--- src/rtl/fetch_queue_pkg.sv ---
// Shared constants and types for the instruction prefetch queue.
// Latency: n/a (declarations only).
// Backpressure: n/a.
package fetch_queue_pkg;

  localparam int XLEN       = 32;
  localparam int WORD_BYTES = 4;

  localparam logic [XLEN-1:0] RESET_PC_DEFAULT = 32'h0000_0000;

  // RUN: normal fetch. FLUSH: responses of pre-redirect fetches are still
  // in flight and are being discarded.
  typedef enum logic {
    RUN   = 1'b0,
    FLUSH = 1'b1
  } fq_state_t;

  // One buffered instruction together with the address it was fetched from.
  typedef struct packed {
    logic [XLEN-1:0] pc;
    logic [XLEN-1:0] inst;
  } fq_entry_t;

endpackage

--- src/rtl/sync_fifo.sv ---
// Single-clock FIFO with synchronous flush; head is a combinational read.
// Latency: a push is visible at the head the cycle after it is written.
// Backpressure: none internally; the caller must never push when full or pop when empty.
// Ports: clk/reset (async, active-low); push/push_data write; pop advances the head;
//        flush empties the FIFO and overrides push/pop; head/count report occupancy.
module sync_fifo #(
  parameter int WIDTH = 32,
  parameter int DEPTH = 4
) (
  input  logic                     clk,
  input  logic                     reset,
  input  logic                     push,
  input  logic [WIDTH-1:0]         push_data,
  input  logic                     pop,
  input  logic                     flush,
  output logic [WIDTH-1:0]         head,
  output logic [$clog2(DEPTH):0]   count
);

  localparam int AW = $clog2(DEPTH);
  localparam int CW = AW + 1;

  logic [WIDTH-1:0] mem [DEPTH];
  logic [AW-1:0]    rd_ptr;
  logic [AW-1:0]    wr_ptr;

  assign head = mem[rd_ptr];

  always_ff @(posedge clk or negedge reset) begin
    if (!reset) begin
      rd_ptr <= '0;
      wr_ptr <= '0;
      count  <= '0;
    end else if (flush) begin
      rd_ptr <= '0;
      wr_ptr <= '0;
      count  <= '0;
    end else begin
      if (push) wr_ptr <= wr_ptr + AW'(1);
      if (pop)  rd_ptr <= rd_ptr + AW'(1);
      count <= count + CW'(push) - CW'(pop);
    end
  end

  // Storage needs no reset; occupancy is tracked by the pointers above.
  always_ff @(posedge clk) begin
    if (push && !flush) mem[wr_ptr] <= push_data;
  end

endmodule

--- src/rtl/fetch_queue.sv ---
// Instruction prefetch: issues sequential word fetches and buffers {pc, inst} for decode.
// Latency: response to inst_valid is 1 cycle (registered head, bypass when buffer empty).
// Backpressure: deq_ready=0 holds inst_*; issue stalls once in-flight + buffered reaches DEPTH.
// Ports: clk/reset (async, active-low); mem_req_* request channel (address held while
//        stalled); mem_rsp_* in-order responses; redirect_* flush and new PC from the branch
//        unit; deq_ready from hazard logic; inst_valid/inst_pc/inst_o registered head.
module fetch_queue
  import fetch_queue_pkg::*;
#(
  parameter int              DEPTH    = 4,
  parameter int              MAX_OUT  = 2,
  parameter logic [XLEN-1:0] RESET_PC = RESET_PC_DEFAULT
) (
  input  logic            clk,
  input  logic            reset,
  output logic            mem_req_valid,
  output logic [XLEN-1:0] mem_req_addr,
  input  logic            mem_req_ready,
  input  logic            mem_rsp_valid,
  input  logic [XLEN-1:0] mem_rsp_data,
  input  logic            redirect_valid,
  input  logic [XLEN-1:0] redirect_pc,
  input  logic            deq_ready,
  output logic            inst_valid,
  output logic [XLEN-1:0] inst_pc,
  output logic [XLEN-1:0] inst_o
);

  localparam int CW  = $clog2(DEPTH) + 1;
  localparam int CW1 = CW + 1;

  fq_state_t       state, state_nxt;
  logic            issue_en;
  logic [XLEN-1:0] fetch_pc;
  logic [CW-1:0]   drop_cnt, drop_nxt;
  logic [CW-1:0]   outstanding;
  logic [CW-1:0]   ent_count, tag_count;
  logic [CW1-1:0]  credit_used;
  fq_entry_t       ent_head, rsp_entry;
  logic [XLEN-1:0] tag_head;
  logic            ent_empty;
  logic            accept, rsp_live, rsp_drop, load_out, ent_pop, ent_push;

  // Every in-flight request is either a live one (its PC tag is queued) or a
  // stale one from before a redirect (counted in drop_cnt).
  assign outstanding = tag_count + drop_cnt;
  assign ent_empty   = (ent_count == '0);

  // Output register counts as a buffer slot so DEPTH covers all held entries.
  assign credit_used = {1'b0, outstanding} + {1'b0, ent_count} + CW1'(inst_valid);

  // issue_en keeps the request idle until the first edge after reset release.
  assign mem_req_valid = issue_en && !redirect_valid &&
                         (credit_used < CW1'(DEPTH)) && (outstanding < CW'(MAX_OUT));
  assign mem_req_addr  = fetch_pc;
  assign accept        = mem_req_valid && mem_req_ready;

  assign rsp_drop  = mem_rsp_valid && (drop_cnt != '0);
  assign rsp_live  = mem_rsp_valid && (drop_cnt == '0) && !redirect_valid;
  assign rsp_entry = '{pc: tag_head, inst: mem_rsp_data};

  // The head register reloads when empty or being consumed; the buffer feeds it
  // first, otherwise a live response bypasses straight in.
  assign load_out = !redirect_valid && (!inst_valid || deq_ready);
  assign ent_pop  = load_out && !ent_empty;
  assign ent_push = rsp_live && !(load_out && ent_empty);

  always_comb begin
    drop_nxt = drop_cnt;
    if (redirect_valid) begin
      // Everything still unanswered after this edge belongs to the old stream.
      drop_nxt = outstanding + CW'(accept) - CW'(mem_rsp_valid);
    end else if (rsp_drop) begin
      drop_nxt = drop_cnt - CW'(1);
    end
  end

  always_comb begin
    state_nxt = state;
    case (state)
      RUN:     if (redirect_valid && (drop_nxt != '0)) state_nxt = FLUSH;
      FLUSH:   if (!redirect_valid && (drop_nxt == '0)) state_nxt = RUN;
      default: state_nxt = RUN;
    endcase
  end

  always_ff @(posedge clk or negedge reset) begin
    if (!reset) begin
      state      <= RUN;
      issue_en   <= 1'b0;
      fetch_pc   <= RESET_PC;
      drop_cnt   <= '0;
      inst_valid <= 1'b0;
      inst_pc    <= '0;
      inst_o     <= '0;
    end else begin
      state    <= state_nxt;
      issue_en <= 1'b1;
      drop_cnt <= drop_nxt;

      if (redirect_valid) fetch_pc <= redirect_pc & ~XLEN'(WORD_BYTES - 1);
      else if (accept)    fetch_pc <= fetch_pc + XLEN'(WORD_BYTES);

      if (redirect_valid) begin
        inst_valid <= 1'b0;
      end else if (load_out) begin
        if (!ent_empty) begin
          inst_valid <= 1'b1;
          inst_pc    <= ent_head.pc;
          inst_o     <= ent_head.inst;
        end else if (rsp_live) begin
          inst_valid <= 1'b1;
          inst_pc    <= tag_head;
          inst_o     <= mem_rsp_data;
        end else begin
          inst_valid <= 1'b0;
        end
      end
    end
  end

  // PC of each live request, consumed in order as its response returns.
  sync_fifo #(.WIDTH(XLEN), .DEPTH(DEPTH)) u_tag_fifo (
    .clk       (clk),
    .reset     (reset),
    .push      (accept),
    .push_data (fetch_pc),
    .pop       (rsp_live),
    .flush     (redirect_valid),
    .head      (tag_head),
    .count     (tag_count)
  );

  sync_fifo #(.WIDTH($bits(fq_entry_t)), .DEPTH(DEPTH)) u_ent_fifo (
    .clk       (clk),
    .reset     (reset),
    .push      (ent_push),
    .push_data (rsp_entry),
    .pop       (ent_pop),
    .flush     (redirect_valid),
    .head      (ent_head),
    .count     (ent_count)
  );

endmodule

--- config.mk ---
export PLATFORM = sky130hd
export DESIGN_NAME = fetch_queue
export DESIGN_NICKNAME = d
export VERILOG_FILES = /design/src/rtl/fetch_queue_pkg.sv /design/src/rtl/sync_fifo.sv /design/src/rtl/fetch_queue.sv
export SDC_FILE = /design/constraint.sdc
export NUM_CORES = 1
export LEC_CHECK = 0
export CAP_MARGIN = 10
export CORE_MARGIN = 5
export CORE_UTILIZATION = 47
export DETAILED_ROUTE_END_ITERATION = 8
export DONT_BUFFER_PORTS = 1
export PLACE_DENSITY = 0.72
export RECOVER_POWER = 25
export SYNTH_ARGS = -nofsm -noshare
export SYNTH_HDL_FRONTEND = slang
export SYNTH_SLANG_ARGS = --single-unit
--- constraint.sdc ---
create_clock -name clk -period 4.2 [get_ports clk]
set_clock_uncertainty 0.05 [all_clocks]
set_input_delay 0.84 -clock clk [delete_from_list [all_inputs] [get_ports clk]]
set_output_delay 0.84 -clock clk [all_outputs]
set_load 0.005 [all_outputs]
==> impl_metrics.py, run 1 <==
metrics = {
    "synth": {
        "yosysWarningCount": 0,
        "avgSynthCellArea_sq_um": 17.49,
        "synth_edf_count": 368,
        "ys_types": 50,
        "synthArstFlopShare": 0.2317,
        "syn_area_sq_um": 19190,
        "syn_inst": 1097,
        "ys_seq_elements": 479,
        "synth_flop_cell": "edfxtp_1",
        "ys_seq_area_frac": 0.7208,
    },
    "sta": {
        "fmax_mhz": 258.0,
        "post-route-period-util": 0.9229,
        "max_slew_margin": 0.2988,
        "tightest_slew_ps": 1042,
        "period_minus_slack_ps": 3876,
        "final-hold-violation-count": 0,
        "setup-tns-final_ps": 0,
        "maxSlewViolCount": 0,
        "finalSetupViolCount": 0,
        "rsz0062_at_grt": "false",
    },
    "floorplanning": {
        "coreArea_sq_um": 40650,
        "die_w_microns": 212.0,
        "die-area_sq_um": 44960,
        "ioPinCount": 168,
        "start_util": 0.4720,
        "num_rows": 74,
        "die_y_microns": 212.0,
    },
    "clock_tree": {
        "cts_sinks": 479,
        "clock-root-buffer": "clkbuf_16",
        "cts_tree": "done",
        "cts.repair.resized": 0,
        "htreeDepth": 2,
        "clkLatencyLatePin_ps": 570,
        "post_cts.repair.setup_buffers": 0,
        "clk_pin_slew_ps": 60,
        "cts_buffer_depth": 3,
        "cts-buffers-inserted": 50,
    },
    "job": {
        "cap_violations": 0,
    },
    "drt": {
        "viasPerCell": 5.687,
        "wl_per_cell_microns": 22.50,
        "final_antenna_net_count": 0,
        "drtIter0Drc": 676,
        "wl_met1_microns": 16210,
        "drtPass1Iterations": 5,
        "wl_met2_microns": 18250,
        "drc_errors": 0,
        "route.vias.total": 9605,
        "routed_wl_microns": 38000,
        "dr.max_layer_used": "met4",
        "dr_wl_met3_microns": 2942,
    },
    "worst_setup_path": {
        "path_common_cell": "ha_1",
        "crit_path_end_kind": "output pin",
        "critPathSlowestCell": "or4b_4",
        "cp-start-kind": "flip-flop",
        "worst-path-max-fanout": 3,
        "worstSetupPathType": "flip-flop to output pin",
        "cp_cell_sequence": "ha_1 > fa_1 > xnor2_1 > ha_1 > or4b_4 > a211oi_1",
        "critical_path.max_stage_delay_ps": 500,
        "crit_required_ps": 3310,
        "reg2reg_slack_ps": 600,
        "r2r_cells": 12,
        "cp.arrival_ps": 2990,
    },
    "cells_and_area": {
        "ff_latch_area_sq_um": 13830,
        "layout_common_cells": "edfxtp_1 (368), dfrtp_1 (108), mux4_2 (92), nor2_1 (83)",
        "nFillCells": 3154,
        "final_common_cell": "edfxtp_1",
        "layout.nets": 1213,
        "syn2layout_area_growth_pct": 12.58,
        "multi_input_area_sq_um": 5039,
        "antenna_cells": 0,
        "drive_gt1_frac": 0.1729,
    },
    "grt": {
        "grt_pass1_wl_microns": 60130,
        "grt_overflow": 0,
        "grt_pass1_vias": 10091,
        "antenna_found_initial": 0,
        "grt_use_total": 0.1729,
        "grt_max_degree": 125,
    },
    "power": {
        "power_density_nw_per_um2": 624.6,
        "p_leak_nw": 7.455,
        "p_total_mw": 13.49,
        "peakVddDrop_v": 0.0004765,
    },
    "hold_path": {
        "hold_class": "input pin to asynchronous set/reset pin",
    },
    "place": {
        "gp_congestion": 0.8452,
        "port_buffers": 0,
        "hpwl_microns": 22960,
    },
    "outcome": {
        "status": "finished clean",
    },
}
## flip-flops by register name, indices dropped and copies added, names as in the netlist, 3 cells and up
signal            flops
drop_cnt              3
inst_o               32
inst_pc              30
mem_req_addr         30
u_ent_fifo.count      3
u_ent_fifo.mem      248
u_tag_fifo.count      3
u_tag_fifo.mem      120
## kinds of logic after synthesis
group	share of synthesized area
buffers and inverters	0.01865
flip-flops	0.7208
multiplexers	0.1441
adder cells (fa/ha/maj)	0.01852
AND/OR/NAND/NOR	0.04969
other	0.0003914
XOR/XNOR	0.01096
AO/OA/AOI/OAI	0.03691
## routing by layer
| metal | GRT usage | vias to the layer above |
|---|---|---|
| li1 | - | 4307 |
| met1 | 0.2380 | 4946 |
| met2 | 0.2791 | 298 |
| met3 | 0.05120 | 54 |
| met4 | 0.03621 | 0 |
| met5 | 0 | - |
## worst max-delay path: cells and delay by family (launching register included)
family,cells,cell delay [ps]
and+or+nand+nor,1,500
AOI/OAI and AO/OA,1,470
adders and majority gates,3,850
xor gates and xnor gates,1,230
DFF,1,380
## area by class of cell
type	instances	share of cell area
inverters	22	0.003823
multi-input cells	542	0.2333
repair buffers	22	0.01379
clock buffers	68	0.06389
well taps	532	0.03082
clock inverters	24	0.01390
flip-flops and latches	479	0.6405
## power by group
part | internal (mW) | switching (mW) | leakage [nW]
registers | 5.68 | 0.597 | 4.60
logic | 1.28 | 1.45 | 2.03
clock network | 2.73 | 1.75 | 0.819
## per-stage QoR
stage,setup slack [ps],cell area [sq um],utilization,hold slack (ps),instances
global placement,600.6,19890,0.4894,486.4,1596
finish,323.8,21600,0.5314,198.1,1689
CTS,273.2,21600,0.5314,199.8,1689
detailed placement,601.7,19890,0.4894,500.0,1596
global route,138.2,21600,0.5314,220.3,1689
floorplan,327.6,19200,-,460.7,1100
## path summary, 6_finish.rpt
check,start,to
max in group asynchronous,reset,u_ent_fifo.rd_ptr[0]
worst min-delay path,reset,inst_pc[23]
worst min register to register,inst_o[23],inst_o[23]
worst max-delay path,drop_cnt[0],mem_req_valid
worst max register to register,drop_cnt[0],mem_req_addr[14]
min in group clk,redirect_valid,u_tag_fifo.count[2]
## Yosys cell counts, types with 7 or more instances
| cell | number | area, sq um |
|---|---|---|
| xor2_1 | 12 | 105.1 |
| ha_1 | 22 | 275.3 |
| o21ai_0 | 21 | 105.1 |
| mux4_2 | 92 | 2072 |
| inv_1 | 22 | 82.58 |
| nand2_1 | 47 | 176.4 |
| and2_1 | 8 | 50.05 |
| clkbuf_1 | 27 | 101.4 |
| buf_2 | 19 | 95.09 |
| nor3_1 | 7 | 35.03 |
| a21oi_1 | 67 | 335.3 |
| mux2i_1 | 67 | 670.6 |
| xnor2_1 | 12 | 105.1 |
| dfrtp_1 | 111 | 2778 |
| nand3_1 | 15 | 75.07 |
| edfxtp_1 | 368 | 11050 |
| nor2_1 | 83 | 311.6 |
| nand4_1 | 15 | 93.84 |
## repair_timing
action	4_1_cts	5_1_grt
hold endpoints to repair	111	0
setup endpoints to repair	0	0
hold buffers	1	0
(Power assumes the default switching activity.)
==> inputs of run 2 (changes only) <==
--- a/config.mk
+++ b/config.mk
@@ -8,10 +8,12 @@
 export CAP_MARGIN = 10
 export CORE_MARGIN = 5
 export CORE_UTILIZATION = 47
+export CTS_CLUSTER_SIZE = 16
 export DETAILED_ROUTE_END_ITERATION = 8
 export DONT_BUFFER_PORTS = 1
 export PLACE_DENSITY = 0.72
 export RECOVER_POWER = 25
+export SLEW_MARGIN = 20
 export SYNTH_ARGS = -nofsm -noshare
 export SYNTH_HDL_FRONTEND = slang
 export SYNTH_SLANG_ARGS = --single-unit
==> impl_metrics.py, run 2 (same netlist as run 1, synthesis figures left out) <==
metrics = {
    "sta": {
        "tightest_slew_ps": 1046,
        "max_slew_margin": 0.2999,
        "layout_setup_ws_ps": 306.8,
        "final-hold-violation-count": 0,
        "rsz0062_at_grt": "false",
        "setup-tns-final_ps": 0,
        "finalSetupViolCount": 0,
        "maxSlewViolCount": 0,
        "post-route-period-util": 0.9270,
        "fmax_mhz": 256.9,
        "finalHoldWorstSlack_ps": 199.4,
        "period_minus_slack_ps": 3893,
    },
    "clock_tree": {
        "post_cts.repair.setup_buffers": 0,
        "clock-root-buffer": "clkbuf_16",
        "cts_tree": "done",
        "cts.repair.resized": 0,
        "cts_buffer_depth": 3,
        "cts_sinks": 479,
        "htreeDepth": 2,
        "cts_hold_buf": 1,
        "clkLatencyLatePin_ps": 570,
        "cts-buffers-inserted": 50,
        "clk_pin_slew_ps": 60,
    },
    "cells_and_area": {
        "top_register": "u_ent_fifo.mem",
        "layout.nets": 1213,
        "reg_top3": "u_ent_fifo.mem (248), u_tag_fifo.mem (120), inst_o (32)",
        "antenna_cells": 0,
        "drive_gt1_frac": 0.1737,
        "largest_reg_flops": 248,
        "utilization": 0.5314,
        "syn2layout_area_growth_pct": 12.59,
        "layout_common_cells": "edfxtp_1 (368), dfrtp_1 (108), mux4_2 (92), nor2_1 (83)",
        "final_common_cell": "edfxtp_1",
    },
    "floorplanning": {
        "die_y_microns": 212.0,
        "die-area_sq_um": 44960,
        "start_util": 0.4720,
        "ioPinCount": 168,
        "num_rows": 74,
        "coreArea_sq_um": 40650,
        "die_w_microns": 212.0,
    },
    "worst_setup_path": {
        "crit_required_ps": 3310,
        "worstSetupPathType": "flip-flop to output pin",
        "crit_path_end_kind": "output pin",
        "cp-start-kind": "flip-flop",
        "worst-path-max-fanout": 3,
        "cp.arrival_ps": 3000,
    },
    "job": {
        "cap_violations": 0,
    },
    "power": {
        "switching_share": 0.2815,
        "pwr-share-seq": 0.465,
        "power_density_nw_per_um2": 624.9,
        "p_int_mw": 9.698,
        "peakVddDrop_v": 0.0004807,
        "comb_power_share": 0.202,
        "p_clk_frac": 0.333,
        "power.switching_mw": 3.800,
        "p_leak_nw": 7.462,
    },
    "hold_path": {
        "hold_class": "input pin to asynchronous set/reset pin",
    },
    "outcome": {
        "status": "finished clean",
    },
    "drt": {
        "drtPass1Iterations": 5,
        "final_antenna_net_count": 0,
        "routed_wl_microns": 37770,
        "wl_per_cell_microns": 22.36,
        "drc_errors": 0,
        "drtIter0Drc": 633,
        "route.vias.total": 9595,
        "viasPerCell": 5.681,
    },
    "grt": {
        "grt_pass1_wl_microns": 59800,
        "grt_overflow": 0,
        "grt_use_total": 0.1719,
        "grt_pass1_vias": 10181,
        "antenna_found_initial": 0,
        "grt_max_degree": 125,
    },
    "place": {
        "port_buffers": 0,
        "post-place-ws_ps": 601.7,
        "gp_congestion": 0.8452,
        "hpwl_microns": 22960,
    },
}
## run 2: cell types whose count changed in the layout (fill, tap and decap cells not counted)
cell / delta
clkinv_2: +3
clkbuf_1: -2
clkinv_1: +1
bufinv_16: +1
clkbuf_8: -3
clkinvlp_4: -1
clkinv_4: +1
## run 2: area by class of cell
class,count,area [sq um]
Clock buffer,63,1331
Multi-Input combinational cell,542,5039
Timing Repair Buffer,22,297.8
Tap cell,532,665.6
Clock inverter,29,350.3
Sequential cell,479,13830
Fill cell,3170,19050
Inverter,22,82.58
## run 2: power by group through the flow
stage / registers, mW / logic [mW] / clock network [mW]
final: 6.27 / 2.73 / 4.49
after global routing: 6.37 / 3.07 / 4.82
after CTS: 6.31 / 2.79 / 4.62
after detailed placement: 6.40 / 2.75 / 0
after global placement: 6.38 / 2.66 / 0
after floorplan: 6.06 / 2.30 / 0
## run 2: path summary, 6_finish.rpt
check	from	end	slack, ps	depth (start not counted)
setup / recovery	drop_cnt[0]	mem_req_valid	310	6
hold / removal	reset	inst_pc[18]	200	1
setup reg to reg	drop_cnt[0]	mem_req_addr[14]	600	12
hold reg to reg	inst_o[23]	inst_o[23]	510	2
max in group asynchronous	reset	u_ent_fifo.rd_ptr[0]	3400	1
min in group clk	redirect_valid	u_tag_fifo.count[0]	290	1
## run 2: worst max-delay path, cell delays in order (launching register included)
cell	delay (ps)
dfrtp_1	380
ha_1	210
fa_1	380
xnor2_1	230
ha_1	270
or4b_4	500
a211oi_1	480
## run 2: per-layer routing
metal	track usage	routed length (microns)
met5	0	0
met4	0.03865	608
met3	0.05165	2862
met2	0.2774	18240
met1	0.2349	16060
## run 2: stage by stage
stage               power [mW]  cell area, sq um  cells
finish                   13.50             21600   1689
detailed placement       9.156             19890   1596
global placement         9.037             19890   1596
global route             14.26             21600   1689
floorplan                8.359             19200   1100
CTS                      13.71             21600   1689
==> inputs of run 3 (changes only) <==
--- a/config.mk
+++ b/config.mk
@@ -17,3 +17,4 @@
 export SYNTH_ARGS = -nofsm -noshare
 export SYNTH_HDL_FRONTEND = slang
 export SYNTH_SLANG_ARGS = --single-unit
+export TNS_END_PERCENT = 1
==> constraint.sdc (replaced) <==
create_clock -name clk -period 4.3 [get_ports clk]
set_clock_uncertainty 0.05 [all_clocks]
set_input_delay 0.86 -clock clk [delete_from_list [all_inputs] [get_ports clk]]
set_output_delay 0.86 -clock clk [all_outputs]
set_load 0.005 [all_outputs]
==> impl_metrics.py, run 3 (same netlist as run 1, synthesis figures left out) <==
metrics = {
    "outcome": {
        "status": "finished clean",
    },
    "cells_and_area": {
        "top_register": "u_ent_fifo.mem",
        "antenna_cells": 0,
        "layout_common_cells": "edfxtp_1 (368), dfrtp_1 (108), mux4_2 (92), nor2_1 (82)",
        "drive_gt1_frac": 0.1829,
        "reg_top3": "u_ent_fifo.mem (248), u_tag_fifo.mem (120), inst_o (32)",
        "final_common_cell": "edfxtp_1",
        "syn2layout_area_growth_pct": 12.65,
        "largest_reg_flops": 248,
        "stdcell_count": 1691,
        "layout.nets": 1215,
    },
    "clock_tree": {
        "htreeDepth": 2,
        "clkLatencyLatePin_ps": 570,
        "post_cts.repair.setup_buffers": 0,
        "cts_tree": "done",
        "clk_pin_slew_ps": 60,
        "clock-root-buffer": "clkbuf_16",
        "cts.repair.resized": 0,
        "cts_buffer_depth": 3,
        "cts-buffers-inserted": 49,
        "cts_sinks": 479,
    },
    "drt": {
        "drtIter0Drc": 634,
        "route.vias.total": 9619,
        "final_antenna_net_count": 0,
        "routed_wl_microns": 38330,
        "wl_per_cell_microns": 22.66,
        "drc_errors": 0,
        "drtPass1Iterations": 5,
        "viasPerCell": 5.688,
    },
    "sta": {
        "rsz0062_at_grt": "false",
        "fmax_mhz": 255.3,
        "finalSetupViolCount": 0,
        "setup-tns-final_ps": 0,
        "max_slew_margin": 0.2927,
        "maxSlewViolCount": 0,
        "post-route-period-util": 0.9109,
        "finalHoldWorstSlack_ps": 184.6,
        "period_minus_slack_ps": 3917,
        "tightest_slew_ps": 1061,
        "final-hold-violation-count": 0,
    },
    "worst_setup_path": {
        "critical_path.max_stage_delay_ps": 500,
        "r2r_cells": 10,
        "startpoint": "drop_cnt[0]",
        "path_buf_inv": 0,
        "cp.arrival_ps": 3010,
        "rr_startpoint": "drop_cnt[0]",
        "worstSetupPathType": "flip-flop to output pin",
        "worst-path-max-fanout": 3,
        "path_common_cell": "ha_1",
        "crit_path_end_kind": "output pin",
        "crit_required_ps": 3390,
        "path_delay_family": "adder cells",
        "crit_cells": 6,
        "cp_cell_sequence": "ha_1 > fa_1 > xnor2_1 > ha_1 > or4b_4 > a211oi_1",
        "cp-endpoint": "mem_req_valid",
        "reg2reg_to": "u_tag_fifo.mem[2][19]",
        "reg2reg_slack_ps": 410,
        "cp-start-kind": "flip-flop",
        "critPathSlowestCell": "or4b_4",
    },
    "grt": {
        "grt_max_degree": 125,
        "grt_pass1_wl_microns": 59820,
        "grt_use_total": 0.1732,
        "antenna_found_initial": 0,
        "grt_pass1_vias": 10138,
        "grt_overflow": 0,
    },
    "place": {
        "gp_congestion": 0.8220,
        "hpwl_microns": 23440,
        "place_inst": 1599,
        "port_buffers": 0,
    },
    "floorplanning": {
        "start_util": 0.4720,
        "die_w_microns": 212.0,
        "ioPinCount": 168,
        "die_y_microns": 212.0,
        "num_rows": 74,
        "coreArea_sq_um": 40650,
        "die-area_sq_um": 44960,
    },
    "power": {
        "p_leak_nw": 7.470,
        "p_total_mw": 13.21,
        "peakVddDrop_v": 0.0003465,
        "power_density_nw_per_um2": 611.1,
    },
    "hold_path": {
        "hold_class": "input pin to asynchronous set/reset pin",
    },
    "job": {
        "cap_violations": 0,
    },
}
## run 3: cell count changes in the layout (fill, tap and decap cells not counted), sizes merged
cell,delta
clkbuf,+1
inv,+2
clkinv,-8
clkinvlp,+4
buf,+3
## run 3: worst reg2reg max path: cells and delay by family, from the launching register on
kind / cells / cell delay [ps]
fa+ha+maj: 3 / 880
buf+inv: 3 / 870
simple gates: 2 / 680
compound gates: 1 / 470
flops: 1 / 380
xor+xnor: 1 / 230
## run 3: how the worst min path moves through the flow
| stage | endpoint | start | slack, ps |
|---|---|---|---|
| 2_1_floorplan | u_tag_fifo.wr_ptr[0] | u_tag_fifo.wr_ptr[0] | 460 |
| 3_3_place_gp | inst_o[27] | inst_o[27] | 490 |
| 3_5_place_dp | inst_o[23] | inst_o[23] | 500 |
| 4_1_cts | mem_req_addr[14] | reset | 200 |
| 5_1_grt | mem_req_addr[14] | reset | 220 |
| 6_report | mem_req_addr[14] | reset | 180 |
## run 3: through the flow
step           utilization  instance area (sq um)  worst slack (ps)
4_1_cts             0.5315                  21600             313.3
6_report            0.5317                  21610             383.0
2_1_floorplan            -                  19200             427.6
5_1_grt             0.5317                  21610             220.9
3_5_place_dp        0.4890                  19880             409.4
3_3_place_gp        0.4890                  19880             446.1
## run 3: layer usage
metal | wire (microns) | GRT usage | share of wire | vias up
met3 | 2959 | 0.04368 | 0.077 | 47
met4 | 597 | 0.04043 | 0.016 | 0
met2 | 18850 | 0.2843 | 0.49 | 271
met5 | 0 | 0 | 0 | -
met1 | 15920 | 0.2375 | 0.42 | 4991
li1 | - | - | - | 4310
## run 3: layout make-up
cell class,instances,area [sq um]
clock buffers,64,1343
clock inverters,27,356.6
fillers,3181,19030
inverters,22,82.58
multi-input cells,542,5047
flip-flops and latches,479,13830
well taps,532,665.6
repair buffers,25,282.8
## run 3: report_power, final
part / total, mW / leakage (nW) / switching [mW] / internal [mW]
Combinational: 2.67 / 2.04 / 1.42 / 1.25
Clock: 4.42 / 0.825 / 1.73 / 2.69
Sequential: 6.12 / 4.60 / 0.575 / 5.55
Total: 13.2 / 7.47 / 3.72 / 9.49
## run 3: what timing repair did
| action | in CTS | in global routing |
|---|---|---|
| endpoints found under the hold margin | 111 | 0 |
| endpoints found under the setup margin | 0 | 0 |
| hold buffers | 1 | 0 |
